[config.mk]
export PLATFORM = sky130hd
export DESIGN_NAME = snd_seq
export DESIGN_NICKNAME = d
export VERILOG_FILES = /design/src/rtl/snd_pkg.sv /design/src/rtl/tone_gen.sv /design/src/rtl/snd_seq.sv
export SDC_FILE = /design/constraint.sdc
export NUM_CORES = 1
export LEC_CHECK = 0
export BUFFER_PORTS_ARGS = -buffer_cell sky130_fd_sc_hd__buf_2
export CAP_MARGIN = 10
export CORE_ASPECT_RATIO = 0.7
export CORE_MARGIN = 2
export CORE_UTILIZATION = 65
export DETAILED_ROUTE_END_ITERATION = 8
export GPL_TIMING_DRIVEN = 0
export PLACE_DENSITY = 0.85
export SLEW_MARGIN = 20
export SYNTH_ARGS = -nofsm -noshare
export SYNTH_HDL_FRONTEND = slang
export SYNTH_SLANG_ARGS = --single-unit
[constraint.sdc]
create_clock -name clk_1mhz -period 7.4 [get_ports clk_1mhz]
set_input_delay 1.48 -clock clk_1mhz [delete_from_list [all_inputs] [get_ports clk_1mhz]]
set_output_delay 1.48 -clock clk_1mhz [all_outputs]
set_load 0.05 [all_outputs]
[src/rtl/snd_pkg.sv]
// Shared constants and lookup tables for the sound sequencer: mode codes,
// tone codes, tone half-periods and the per-mode note ROM.
package snd_pkg;

    localparam logic [2:0] SND_STOP   = 3'd0;
    localparam logic [2:0] SND_COUNT  = 3'd1;
    localparam logic [2:0] SND_START  = 3'd2;
    localparam logic [2:0] SND_HIT    = 3'd3;
    localparam logic [2:0] SND_MISS   = 3'd4;
    localparam logic [2:0] SND_SCLEAR = 3'd5;
    localparam logic [2:0] SND_GOVER  = 3'd6;
    localparam logic [2:0] SND_GCLEAR = 3'd7;

    localparam logic [3:0] TONE_REST = 4'd0;
    localparam logic [3:0] TONE_C4   = 4'd1;
    localparam logic [3:0] TONE_E4   = 4'd2;
    localparam logic [3:0] TONE_G4   = 4'd3;
    localparam logic [3:0] TONE_C5   = 4'd4;
    localparam logic [3:0] TONE_E5   = 4'd5;
    localparam logic [3:0] TONE_G5   = 4'd6;
    localparam logic [3:0] TONE_C6   = 4'd7;
    localparam logic [3:0] TONE_END  = 4'd15;

    typedef struct packed {
        logic [3:0] tone;
        logic [8:0] dur_ms;
    } note_t;

    typedef enum logic [1:0] {IDLE, TONE, NEXT} seq_state_t;

    // Half-period in clocks; zero means silence (rest, end marker, unused codes).
    function automatic logic [10:0] half_period(input logic [3:0] tone);
        case (tone)
            TONE_C4: return 11'd1911;
            TONE_E4: return 11'd1517;
            TONE_G4: return 11'd1276;
            TONE_C5: return 11'd956;
            TONE_E5: return 11'd758;
            TONE_G5: return 11'd638;
            TONE_C6: return 11'd478;
            default: return 11'd0;
        endcase
    endfunction

    function automatic note_t mk_note(input logic [3:0] tone, input logic [8:0] dur_ms);
        note_t n;
        n.tone   = tone;
        n.dur_ms = dur_ms;
        return n;
    endfunction

    // Any index past the last note of a sequence reads as the end marker.
    function automatic note_t note_rom(input logic [2:0] mode, input logic [2:0] idx);
        note_t n;
        n = mk_note(TONE_END, 9'd0);
        case (mode)
            SND_COUNT: if (idx == 3'd0) n = mk_note(TONE_C5, 9'd100);
            SND_START: if (idx == 3'd0) n = mk_note(TONE_C6, 9'd300);
            SND_HIT: begin
                if (idx == 3'd0) n = mk_note(TONE_E5, 9'd50);
                if (idx == 3'd1) n = mk_note(TONE_G5, 9'd50);
            end
            SND_MISS: begin
                if (idx == 3'd0) n = mk_note(TONE_G4, 9'd80);
                if (idx == 3'd1) n = mk_note(TONE_C4, 9'd120);
            end
            SND_SCLEAR: begin
                if (idx == 3'd0) n = mk_note(TONE_C5, 9'd100);
                if (idx == 3'd1) n = mk_note(TONE_E5, 9'd100);
                if (idx == 3'd2) n = mk_note(TONE_G5, 9'd100);
                if (idx == 3'd3) n = mk_note(TONE_C6, 9'd200);
            end
            SND_GOVER: begin
                if (idx == 3'd0) n = mk_note(TONE_G4, 9'd150);
                if (idx == 3'd1) n = mk_note(TONE_REST, 9'd50);
                if (idx == 3'd2) n = mk_note(TONE_E4, 9'd150);
                if (idx == 3'd3) n = mk_note(TONE_C4, 9'd300);
            end
            SND_GCLEAR: begin
                if (idx == 3'd0) n = mk_note(TONE_C5, 9'd100);
                if (idx == 3'd1) n = mk_note(TONE_E5, 9'd100);
                if (idx == 3'd2) n = mk_note(TONE_G5, 9'd100);
                if (idx == 3'd3) n = mk_note(TONE_C6, 9'd100);
                if (idx == 3'd4) n = mk_note(TONE_REST, 9'd50);
                if (idx == 3'd5) n = mk_note(TONE_C6, 9'd300);
            end
            default: n = mk_note(TONE_END, 9'd0);
        endcase
        return n;
    endfunction

endpackage

[src/rtl/tone_gen.sv]
// Square-wave generator: toggles every half_period clocks after a load;
// a zero half-period holds the output low.
module tone_gen (
    input  logic        clk_1mhz,
    input  logic        rst_n,
    input  logic [10:0] half_period,
    input  logic        load,
    output logic        square
);

    logic [10:0] cnt_q;

    always_ff @(posedge clk_1mhz or negedge rst_n) begin
        if (!rst_n) begin
            cnt_q  <= '0;
            square <= 1'b0;
        end else if (load || half_period == 11'd0) begin
            cnt_q  <= '0;
            square <= 1'b0;
        end else if (cnt_q == half_period - 11'd1) begin
            cnt_q  <= '0;
            square <= ~square;
        end else begin
            cnt_q <= cnt_q + 11'd1;
        end
    end

endmodule

[src/rtl/snd_seq.sv]
// Piezo sound sequencer: plays the note list of the requested mode, timing
// each note in milliseconds from a clock prescaler.
module snd_seq
    import snd_pkg::*;
#(
    parameter int CLK_HZ = 1000000
) (
    input  logic       clk_1mhz,
    input  logic       rst_n,
    input  logic [2:0] snd_mode,
    input  logic       trig,
    output logic       playing,
    output logic       piezo_out
);

    localparam int         MS_DIV    = CLK_HZ / 1000;
    localparam logic [9:0] PRESC_MAX = 10'(MS_DIV - 1);

    seq_state_t  state_q, state_d;
    logic [2:0]  mode_q, mode_d;
    logic [2:0]  idx_q, idx_d;
    logic [9:0]  presc_q;
    logic [8:0]  ms_q;
    logic        start, abort, load, expire, last, active;
    note_t       cur;
    logic [10:0] hp;

    assign cur     = note_rom(mode_q, idx_q);
    assign start   = trig && (snd_mode != SND_STOP);
    assign abort   = trig && (snd_mode == SND_STOP);
    assign expire  = (state_q == TONE) && (ms_q == cur.dur_ms);
    assign last    = (cur.tone == TONE_END);
    assign active  = (state_q != IDLE);
    assign playing = rst_n & (active | start);
    assign hp      = (state_q == TONE) ? half_period(cur.tone) : 11'd0;

    // A trigger outranks everything else, including a note expiring this cycle.
    always_comb begin
        state_d = state_q;
        mode_d  = mode_q;
        idx_d   = idx_q;
        load    = 1'b0;
        if (start) begin
            state_d = TONE;
            mode_d  = snd_mode;
            idx_d   = 3'd0;
            load    = 1'b1;
        end else if (abort) begin
            state_d = IDLE;
            mode_d  = SND_STOP;
            idx_d   = 3'd0;
            load    = 1'b1;
        end else begin
            case (state_q)
                IDLE: ;
                TONE: begin
                    if (expire) begin
                        state_d = NEXT;
                        idx_d   = idx_q + 3'd1;
                    end
                end
                NEXT: begin
                    if (last) begin
                        state_d = IDLE;
                        mode_d  = SND_STOP;
                        idx_d   = 3'd0;
                    end else begin
                        state_d = TONE;
                        load    = 1'b1;
                    end
                end
                default: state_d = IDLE;
            endcase
        end
    end

    always_ff @(posedge clk_1mhz or negedge rst_n) begin
        if (!rst_n) begin
            state_q <= IDLE;
            mode_q  <= SND_STOP;
            idx_q   <= '0;
            presc_q <= '0;
            ms_q    <= '0;
        end else begin
            state_q <= state_d;
            mode_q  <= mode_d;
            idx_q   <= idx_d;
            if (load || state_q != TONE) begin
                presc_q <= '0;
                ms_q    <= '0;
            end else if (presc_q == PRESC_MAX) begin
                presc_q <= '0;
                ms_q    <= ms_q + 9'd1;
            end else begin
                presc_q <= presc_q + 10'd1;
            end
        end
    end

    tone_gen u_tone_gen (
        .clk_1mhz    (clk_1mhz),
        .rst_n       (rst_n),
        .half_period (hp),
        .load        (load),
        .square      (piezo_out)
    );

endmodule

# Word-level counts from Yosys, hierarchy flattened
# Index checks and enable logic that the tools add are counted.
[word_totals]
register_bits = 39
input_bits = 6
elab_cells = 107
[classes]
add_sub_neg = 5
eq_ne = 29
mux = 44
bitwise_logic = 3
n_reduce_logical = 19
[op_table]
columns = ["operator", "n"]
rows = [
  ["13-bit 2-to-1 mux", 16],
  ["13-bit one-hot mux with 7 select lines", 1],
  ["11-bit one-hot mux with 7 select lines", 1],
  ["11-bit 2-to-1 mux", 3],
  ["3-bit 2-to-1 mux", 7],
  ["10-bit 2-to-1 mux", 2],
  ["3-bit equality test (second input constant)", 6],
  ["9-bit 2-to-1 mux", 2],
  ["4-bit by 3-bit equality test with 1-bit output (second input constant)", 4],
  ["3-bit by 2-bit equality test with 1-bit output (second input constant)", 4],
  ["11-bit by 1-bit adder with 11-bit output (second input constant)", 1],
  ["11-bit equality test", 1],
  ["11-bit zero test", 1],
  ["11-bit by 1-bit subtractor with 11-bit output (second input constant)", 1],
  ["10-bit by 1-bit adder with 10-bit output (second input constant)", 1],
  ["10-bit equality test (second input constant)", 1],
  ["9-bit by 1-bit adder with 9-bit output (second input constant)", 1],
  ["9-bit equality test", 1],
  ["3-bit nonzero test", 3],
  ["4-bit by 2-bit equality test with 1-bit output (second input constant)", 2],
  ["4-bit inequality test (second input constant)", 2],
  ["1-bit 2-to-1 mux", 7],
  ["3-bit by 1-bit equality test with 1-bit output (second input constant)", 2],
  ["3-bit zero test", 2],
  ["20 further kinds", 28],
]

# Longest topological paths before layout
# Gate-level depths: netlist (run 1).
[depth]
word_depth = 15
mapped_depth = 22

# Modules after synthesis
# From an unflattened synthesis (run 1), not the netlist that was laid out.
[unflattened]
hier_cells = 411
area_unflattened_um2 = 3479.6
[by_module_without_submodules]
columns = ["mod", "n_inst", "cells_per_inst", "area_per_inst_um2", "seq_area_each_um2"]
rows = [
  ["snd_seq", 1, 282, 2406.1, 675.6],
  ["tone_gen", 1, 129, 1073.5, 300.3],
]

# Worst setup path before layout (run 1)
# Ideal clock, no wire load.
[synth_path]
path_type = "input-to-output"
startpoint = "in trig"
endpoint = "out playing"
arrival_ns = 3.044
t_required_ns = 5.920
slack_ns = 2.876
cell_stages = 3
path_cell_list = "clkbuf_1 > o31ai_1 > a21boi_0"
[synth_via]
elab_chain_len = 3
[synth_lines]
columns = ["element", "line", "source"]
rows = [
  ["from (decl)", "snd_seq.sv:11", "input logic trig,"],
  ["1-bit logical AND", "snd_seq.sv:29", "assign start = trig && (snd_mode != SND_STOP);"],
  ["1-bit bitwise OR", "snd_seq.sv:34", "assign playing = rst_n & (active | start);"],
  ["1-bit bitwise AND", "snd_seq.sv:34", ""],
  ["to (decl)", "snd_seq.sv:12", "output logic playing,"],
]
# No other way between the ends.

# Worst setup path in the final report (run 1)
[layout_path]
startpoint = "reg idx_q[2]"
endpoint = "reg u_tone_gen.cnt_q[9]"
[layout_via]
elab_chain_len = 15
word_cells_on_any_way = 43
cone_classes = "add/sub (1); eq/ne (14); mux (25); reduce/logical (3)"
[layout_lines]
columns = ["element", "line", "source"]
rows = [
  ["from (decl)", "snd_seq.sv:21", "logic [2:0] idx_q, idx_d;"],
  ["from (signal assigned)", "snd_seq.sv:87", "idx_q <= idx_d;"],
  ["3-bit zero test", "n/a", ""],
  ["13-bit 2-to-1 mux", "snd_pkg.sv:57, snd_pkg.sv:68, snd_pkg.sv:80", ""],
  ["13-bit 2-to-1 mux", "snd_pkg.sv:81", "if (idx == 3'd1) n = mk_note(TONE_E5, 9'd100);"],
  ["13-bit 2-to-1 mux", "snd_pkg.sv:82", "if (idx == 3'd2) n = mk_note(TONE_G5, 9'd100);"],
  ["13-bit 2-to-1 mux", "snd_pkg.sv:83", "if (idx == 3'd3) n = mk_note(TONE_C6, 9'd100);"],
  ["13-bit 2-to-1 mux", "snd_pkg.sv:84", "if (idx == 3'd4) n = mk_note(TONE_REST, 9'd50);"],
  ["13-bit 2-to-1 mux", "snd_pkg.sv:85", "if (idx == 3'd5) n = mk_note(TONE_C6, 9'd300);"],
  ["13-bit one-hot mux with 7 select lines *", "snd_pkg.sv:56", "case (mode)"],
  ["4-bit by 3-bit equality test with 1-bit output (tied with other cells)", "snd_pkg.sv:33", "case (tone)"],
  ["11-bit one-hot mux with 7 select lines or 1-bit 2-to-1 mux (tied branches)", "snd_pkg.sv:33, snd_seq.sv:63", ""],
  ["11-bit 2-to-1 mux or 1-bit 2-to-1 mux (tied branches)", "snd_seq.sv:35, snd_seq.sv:54", ""],
  ["11-bit by 1-bit subtractor with 11-bit output or 1-bit 2-to-1 mux (tied branches)", "tone_gen.sv:20, snd_seq.sv:48", ""],
  ["11-bit equality test or 1-bit 2-to-1 mux (tied branches)", "tone_gen.sv:20, snd_seq.sv:43", ""],
  ["11-bit 2-to-1 mux or 1-bit logical OR (tied branches)", "tone_gen.sv:20, tone_gen.sv:17", ""],
  ["11-bit 2-to-1 mux *", "tone_gen.sv:17", "end else if (load || half_period == 11'd0) begin"],
  ["to (signal assigned)", "tone_gen.sv:24", "cnt_q <= cnt_q + 11'd1;"],
  ["to (decl)", "tone_gen.sv:11", "logic [10:0] cnt_q;"],
]
# Every way passes the cells marked *; elsewhere a longest branch is shown, timed or not.
# A chain may end at the register's enable or synchronous reset.

==> results of run 1 <==
state kept, by name, summed over array words and instances (netlist names):
| signal | cells |
|---|---|
| ms_q | 9 |
| presc_q | 10 |
| state_q | 2 |
| idx_q | 3 |
| u_tone_gen.square | 1 |
| u_tone_gen.cnt_q | 11 |
| mode_q | 3 |
synth_stat cells (3+ instances only):
master | instances | area, sq um
o21a_1 | 6 | 45.0
a2bb2oi_1 | 3 | 26.3
a31oi_1 | 4 | 25.0
nor3_1 | 23 | 115
nand2_1 | 26 | 97.6
buf_2 | 6 | 30.0
nor2_1 | 38 | 143
xor2_1 | 24 | 210
nand4b_1 | 3 | 26.3
and3_1 | 5 | 31.3
mux2_2 | 3 | 33.8
inv_1 | 10 | 37.5
nand2b_1 | 4 | 25.0
ha_1 | 12 | 150
o211ai_1 | 6 | 45.0
a22o_1 | 3 | 26.3
clkbuf_1 | 12 | 45.0
mux2i_1 | 3 | 30.0
dfrtp_1 | 39 | 976
a21oi_1 | 13 | 65.1
o21ai_0 | 11 | 55.1
nand3b_1 | 5 | 37.5
o31ai_1 | 4 | 30.0
nand4_1 | 7 | 43.8
and2_1 | 3 | 18.8
xnor2_1 | 12 | 105
nand3_1 | 22 | 110
buf_4 | 4 | 30.0
nor2b_1 | 8 | 50.1
a21o_1 | 3 | 22.5
metal layers:
| metal | up-vias | global-route usage (%) | routed length [microns] |
|---|---|---|---|
| met5 | - | 0 | 0 |
| met1 | 1320 | 40.4 | 3260 |
| met3 | 16 | 5.15 | 716 |
| li1 | 1364 | - | - |
| met2 | 148 | 43.5 | 3000 |
| met4 | 0 | 7.81 | 96 |
power by group through the flow:
stage / combinational (mW) / clock, mW / sequential (mW)
3_5_place_dp: 0.582 / 0 / 0.258
3_3_place_gp: 0.567 / 0 / 0.257
4_1_cts: 0.587 / 0.182 / 0.254
6_report: 0.600 / 0.179 / 0.255
2_1_floorplan: 0.463 / 0 / 0.252
5_1_grt: 0.658 / 0.190 / 0.258
worst max-delay path, cell delays in order (launching register included):
cell and delay (ns):
dfrtp_1 0.43, buf_2 0.23, inv_1 0.14, ha_1 0.32
clkbuf_1 0.25, nor2_1 0.23, o2111ai_1 0.14, a32oi_1 0.36
buf_4 0.25, xnor2_1 0.14, nand3_1 0.18, ha_1 0.25
clkbuf_1 0.21, o21ai_0 0.26, nand2_1 0.11, a21oi_1 0.17
o221ai_2 0.12, a311o_1 0.34, or4_4 0.44, nor3_1 0.26
buf_2 0.29, nor3_1 0.08
final cells by class:
class | count | area (sq um) | share of cell area [%]
clock inverter | 3 | 43.8 | 1.32
clock buffer | 5 | 68.8 | 2.08
multi-input combinational | 294 | 1960 | 59.2
sequential | 39 | 976 | 29.5
buffer | 24 | 120 | 3.63
tap | 55 | 68.8 | 2.08
inverter | 10 | 37.5 | 1.14
timing repair buffer | 7 | 35.0 | 1.06
through the flow:
| step | hold slack [ns] | area (sq um) | power [mW] | cells | utilization [%] |
|---|---|---|---|---|---|
| final | 0.486 | 3310 | 1.03 | 437 | 74.2 |
| after CTS | 0.490 | 3310 | 1.02 | 437 | 74.2 |
| after global routing | 0.536 | 3310 | 1.11 | 437 | 74.2 |
| after global placement | 0.477 | 3190 | 0.824 | 429 | 71.7 |
| after detailed placement | 0.479 | 3190 | 0.840 | 429 | 71.7 |
| after floorplan | 0.455 | 3090 | 0.715 | 367 | - |
kinds of logic (layout without fill, tap and decap cells):
logic type      after synthesis  in the layout
flops                        39             39
compound gates               80             80
buf+inv                      34             49
simple gates                159            159
fa+ha+maj                    12             12
xor+xnor                     36             36
mux                           7              7
layout by cell type, fill, tap and decap left out, types with 4 or more instances in the layout:
master    count
nand3b_1      5
ha_1         12
a31oi_1       4
nand2b_1      4
nor2_1       38
nand4_1       7
o21a_1        6
clkbuf_1     12
o211ai_1      6
o21ai_0      11
dfrtp_1      39
xor2_1       24
clkbuf_8      5
nor2b_1       8
a21oi_1      13
buf_4         4
buf_2        13
xnor2_1      12
nand3_1      22
and3_1        5
nand2_1      26
nor3_1       23
inv_1        10
o31ai_1       4
final timing paths:
path	endpoint	slack [ns]	cells past startpoint
setup / recovery	u_tone_gen.cnt_q[9]$_DFF_PN0_	2.05	21
hold / removal	presc_q[0]$_DFF_PN0_	0.49	1
setup reg to reg	u_tone_gen.cnt_q[9]$_DFF_PN0_	2.05	21
hold reg to reg	presc_q[0]$_DFF_PN0_	0.49	1
max in group asynchronous	mode_q[2]$_DFFE_PN0P_	5.56	1
min in group asynchronous	ms_q[6]$_DFFE_PN0P_	1.28	1
==> impl_metrics.tcl, run 1 <==
set metrics [dict create \
    initial_core_util_pct 69.4 \
    startpoint "idx_q[2]$_DFFE_PN0P_" \
    diodes 0 \
    clk_latency_ns 0.30 \
    min_period_over_period_pct 72.3 \
    die_width_microns 86.4 \
    core_sq_mm 0.00445 \
    synth-simple-area-share_pct 26.8 \
    hold_viol 0 \
    pwr-share-seq_pct 24.7 \
    slew_violations 0 \
    clock_tree.root_cell "clkbuf_8" \
    syn_to_final_growth_pct 7.00 \
    ys_seq_elements 39 \
    synth-compound-area-share_pct 19.0 \
    ys.flop_type "dfrtp_1" \
    cts_buffers 5 \
    routedWlPerCell_microns 16.2 \
    status "finished, final reports clean" \
    period_needed_ns 5.35 \
    grt_pass1_wl_mm 11.7 \
    synthXorXnorAreaFrac_pct 10.2 \
    critPathArrivalTime_ns 5.51 \
    ys_seq_area_share_pct 31.6 \
    clock_sink_count 39 \
    hp-class "register to register" \
    holdBufCountCts 0 \
    powerDensity_mw_per_mm2 313 \
    vias_per_cell 6.52 \
    clk_pin_slew_ns 0.08 \
    grt_max_degree 41 \
    post-cts-setup-buffers 0 \
    drt_iter0_markers 296 \
    synth_top_family_by_area "simple AND/OR/NAND/NOR gates" \
    grt_use_total_pct 27.9 \
    totalWireLength_mm 7.07 \
    p_leak_nw 1.35 \
    vias 2848 \
    synth_adder_area_share_pct 4.86 \
    rr_startpoint "idx_q[2]$_DFFE_PN0P_" \
    preCtsSetupSlack_ns 2.29 \
    cp.required_ns 7.56 \
    synth_edf_count 0 \
    n_fill_cell 346 \
    drt-pass1-iter-count 6 \
    syn_inst 367 \
    synth.distinct_cells 67 \
    peakVddDrop_mv 0.201 \
    synth.avg_cell_area_sq_um 8.42 \
    grt_remaining_overflow 0 \
    synth_mux_area_share_pct 2.43 \
    drive_gt1_share_pct 9.16 \
    setup_viol 0 \
    io_buffers 7 \
    swShare_pct 45.8 \
    clock_skew_ns 0.00996 \
    power.switching_uw 473 \
    critPathLaunchType "register" \
    p_int_uw 560 \
    cts_buffer_depth 2 \
    grt_antenna_before_repair 0 \
    cap_viol_max_count 0 \
    slew_headroom_pct 42.2 \
    globalplace.congestion 0.965 \
    tritoncts "built" \
    rsz0062_at_grt "false" \
    die_area_sq_mm 0.00533 \
    boundaryPins 8 \
    critPathKind "register to register" \
    drc 0 \
    grt_pass1_vias 2511 \
    rows 20 \
    ys_warn_count 0 \
    hpwl_mm 5.19 \
    crit_path_end_kind "register" \
    synthArstFlopShare_pct 100 \
    ctsHtreeMaxLevel 2 \
    fmax_mhz 187 \
    setup_ws_ns 2.05 \
    die_h_microns 61.7 \
    syn_area_sq_mm 0.00309 \
    path_max_fanout 10 \
    cts_resized 0 \
    tightest_slew_ns 0.866 \
    nNetsFinal 399 \
    setup_tns_ns 0 \
    synth_nets 385 \
    worstHoldStart "presc_q[0]$_DFF_PN0_" \
    p_clk_share_pct 17.3 \
    antenna_left 0 \
    combPwrFrac_pct 58.1 \
]
No activity file was read; power rests on OpenSTA's default activity.
==> run 2: changes to the inputs <==
--- a/config.mk
+++ b/config.mk
@@ -9,10 +9,10 @@
 export CAP_MARGIN = 10
 export CORE_ASPECT_RATIO = 0.7
 export CORE_MARGIN = 2
-export CORE_UTILIZATION = 65
+export CORE_UTILIZATION = 57
 export DETAILED_ROUTE_END_ITERATION = 8
 export GPL_TIMING_DRIVEN = 0
-export PLACE_DENSITY = 0.85
+export PLACE_DENSITY = 0.8
 export SLEW_MARGIN = 20
 export SYNTH_ARGS = -nofsm -noshare
 export SYNTH_HDL_FRONTEND = slang
==> constraint.sdc (replaced) <==
create_clock -name clk_1mhz -period 4.3 [get_ports clk_1mhz]
set_input_delay 0.86 -clock clk_1mhz [delete_from_list [all_inputs] [get_ports clk_1mhz]]
set_output_delay 0.86 -clock clk_1mhz [all_outputs]
set_load 0.05 [all_outputs]
==> run 2 against run 1 <==
Highest routed layer unchanged. Worst hold slack improved by 0.011 ns. First-iteration DRC count up 27%. Routed wire length grew 13%. Clock skew up 0.0019 ns. Die area rose by 13%. Global-route usage shrank 1.4 points. Sequential power is 75% higher. The run now ends with setup timing left. Worst setup slack lost 2.1 ns. Via count increased by 7.1%. Utilization shrank 5.6 points. Clock-buffer cell count increased by 1.
==> impl_metrics.tcl, run 2 (same netlist as run 1, synthesis figures left out) <==
set metrics [dict create \
    status "complete, but fails checks" \
    violations "setup timing" \
    reg_top3 "u_tone_gen.cnt_q (11), presc_q (10), ms_q (9)" \
    cp.required_ns 4.52 \
    r2r_end "u_tone_gen.square$_DFFE_PN0P_" \
    powerDensity_mw_per_mm2 570 \
    largest_reg_flops 11 \
    drt_iter0_markers 377 \
    core_sq_mm 0.00523 \
    ff2ff_path_depth 16 \
    placed_area_sq_mm 0.00322 \
    fmax_mhz 231 \
    rr_startpoint "idx_q[0]$_DFFE_PN0P_" \
    grt_use_total_pct 26.5 \
    crit_path_end_kind "register" \
    cap_viol_max_count 0 \
    critPathLaunchType "register" \
    critPathKind "register to register" \
    die_area_sq_mm 0.00604 \
    hold_viol 0 \
    nNetsFinal 408 \
    ctsHtreeMaxLevel 2 \
    setup_viol 1 \
    holdBufCountCts 0 \
    antenna_left 0 \
    power.total_mw 2.05 \
    hpwl_mm 5.23 \
    p_leak_nw 1.44 \
    initial_core_util_pct 59.1 \
    slew_violations 0 \
    tritoncts "built" \
    grt_pass1_wl_mm 12.7 \
    cts_buffer_depth 2 \
    grt_remaining_overflow 0 \
    die_h_microns 65.6 \
    critPathArrivalTime_ns 4.54 \
    endpoint "u_tone_gen.square$_DFFE_PN0P_" \
    layout_commonest_cell "dfrtp_1" \
    path_max_fanout 9 \
    cts_buffers 5 \
    vias_per_cell 6.59 \
    preCtsSetupSlack_ns -0.809 \
    boundaryPins 8 \
    period_needed_ns 4.32 \
    drt-pass1-iter-count 8 \
    regMostFlops "u_tone_gen.cnt_q" \
    grt_max_degree 41 \
    rows 22 \
    stdcell_area_sq_mm 0.00359 \
    clock_tree.root_cell "clkbuf_8" \
    slew_headroom_pct 41.5 \
    peakVddDrop_mv 0.260 \
    startpoint "idx_q[0]$_DFFE_PN0P_" \
    io_buffers 7 \
    crit_chain "ha_4 -> ha_4 -> or2_1 -> o311ai_2 -> nand4_1 -> xnor2_2 -> nand3_2 -> ha_4 -> o21ai_0 -> nand2_2 -> a21oi_2 -> o221ai_2 -> a311o_1 -> or4_4 -> or4_4 -> a21oi_2" \
    grt_pass1_vias 2634 \
    tightest_slew_ns 0.878 \
    drive_gt1_share_pct 18.4 \
    setup_ws_ns -0.0248 \
    routedWlPerCell_microns 17.3 \
    layout_common_cells "dfrtp_1 (38), nor2_1 (37), nand2_1 (24)" \
    clock_skew_ns 0.0118 \
    clk_pin_slew_ns 0.08 \
    min_period_over_period_pct 101 \
    vias 3050 \
    diodes 0 \
    clk_latency_ns 0.30 \
    worst_path_largest_cell_delay_ns 0.48 \
    hp-class "register to register" \
    crit_top_cell "ha_4" \
    slowest_stage "dfrtp_2" \
    totalWireLength_mm 8.00 \
    grt_antenna_before_repair 0 \
    die_width_microns 92.0 \
    globalplace.congestion 1.00 \
    r2r_slack_ns -0.02 \
    syn_to_final_growth_pct 16.1 \
    drc 0 \
    clock_sink_count 39 \
]
run 2: stage by stage:
stage	util, %	cells	hold slack [ns]	setup TNS [ns]
2_1_floorplan	-	367	0.455	0
3_3_place_gp	61.5	446	0.472	-8.34
3_5_place_dp	61.5	446	0.493	-9.21
4_1_cts	65.0	458	0.503	0
5_1_grt	68.6	463	0.524	-0.983
6_report	68.6	463	0.497	-0.0248
run 2: worst min path at each step:
| stage | start | to | slack, ns | depth (start not counted) |
|---|---|---|---|---|
| 2_1_floorplan | presc_q[0]$_DFF_PN0_ | presc_q[0]$_DFF_PN0_ | 0.46 | 1 |
| 3_3_place_gp | presc_q[0]$_DFF_PN0_ | presc_q[0]$_DFF_PN0_ | 0.47 | 1 |
| 3_5_place_dp | presc_q[0]$_DFF_PN0_ | presc_q[0]$_DFF_PN0_ | 0.49 | 1 |
| 4_1_cts | presc_q[0]$_DFF_PN0_ | presc_q[0]$_DFF_PN0_ | 0.50 | 1 |
| 5_1_grt | presc_q[0]$_DFF_PN0_ | presc_q[0]$_DFF_PN0_ | 0.52 | 1 |
| 6_report | presc_q[0]$_DFF_PN0_ | presc_q[0]$_DFF_PN0_ | 0.50 | 1 |
run 2: power breakdown:
part	total, mW	internal, mW	leakage [nW]	switching, mW
registers	0.445	0.402	0.532	0.0431
logic	1.28	0.521	0.842	0.759
clock network	0.320	0.188	0.0612	0.132
total	2.05	1.11	1.44	0.935
run 2: area by class of cell:
type / instances / area, sq um
inverter: 10 / 41.3
clock inverter: 2 / 35.0
fill: 397 / 1640
sequential: 39 / 977
multi-input combinational: 294 / 2110
clock buffer: 6 / 82.6
buffer: 22 / 135
tap: 72 / 90.1
timing repair buffer: 18 / 121
run 2: worst max-delay path: cells and delay by family, from the launching register on:
kind / cells / cell delay [ns]
compound gates: 6 / 1.26
xor+xnor: 1 / 0.25
fa+ha+maj: 3 / 0.61
simple gates: 6 / 1.67
flops: 1 / 0.48
run 2: what timing repair did:
| action | CTS | global route |
|---|---|---|
| endpoints found under the hold margin | 0 | 0 |
| pin swaps | 2 | 5 |
| buffers inserted | 5 | 6 |
| gates resized for setup | 11 | 30 |
| setup endpoints to repair | 12 | 12 |
run 2: routing by layer:
metal	part of all wire, %	global-route usage, %	up-vias
li1	-	-	1376
met3	9.9	5.62	39
met2	44	38.6	176
met1	44	39.3	1459
met4	2.6	8.77	0
met5	0	0	-
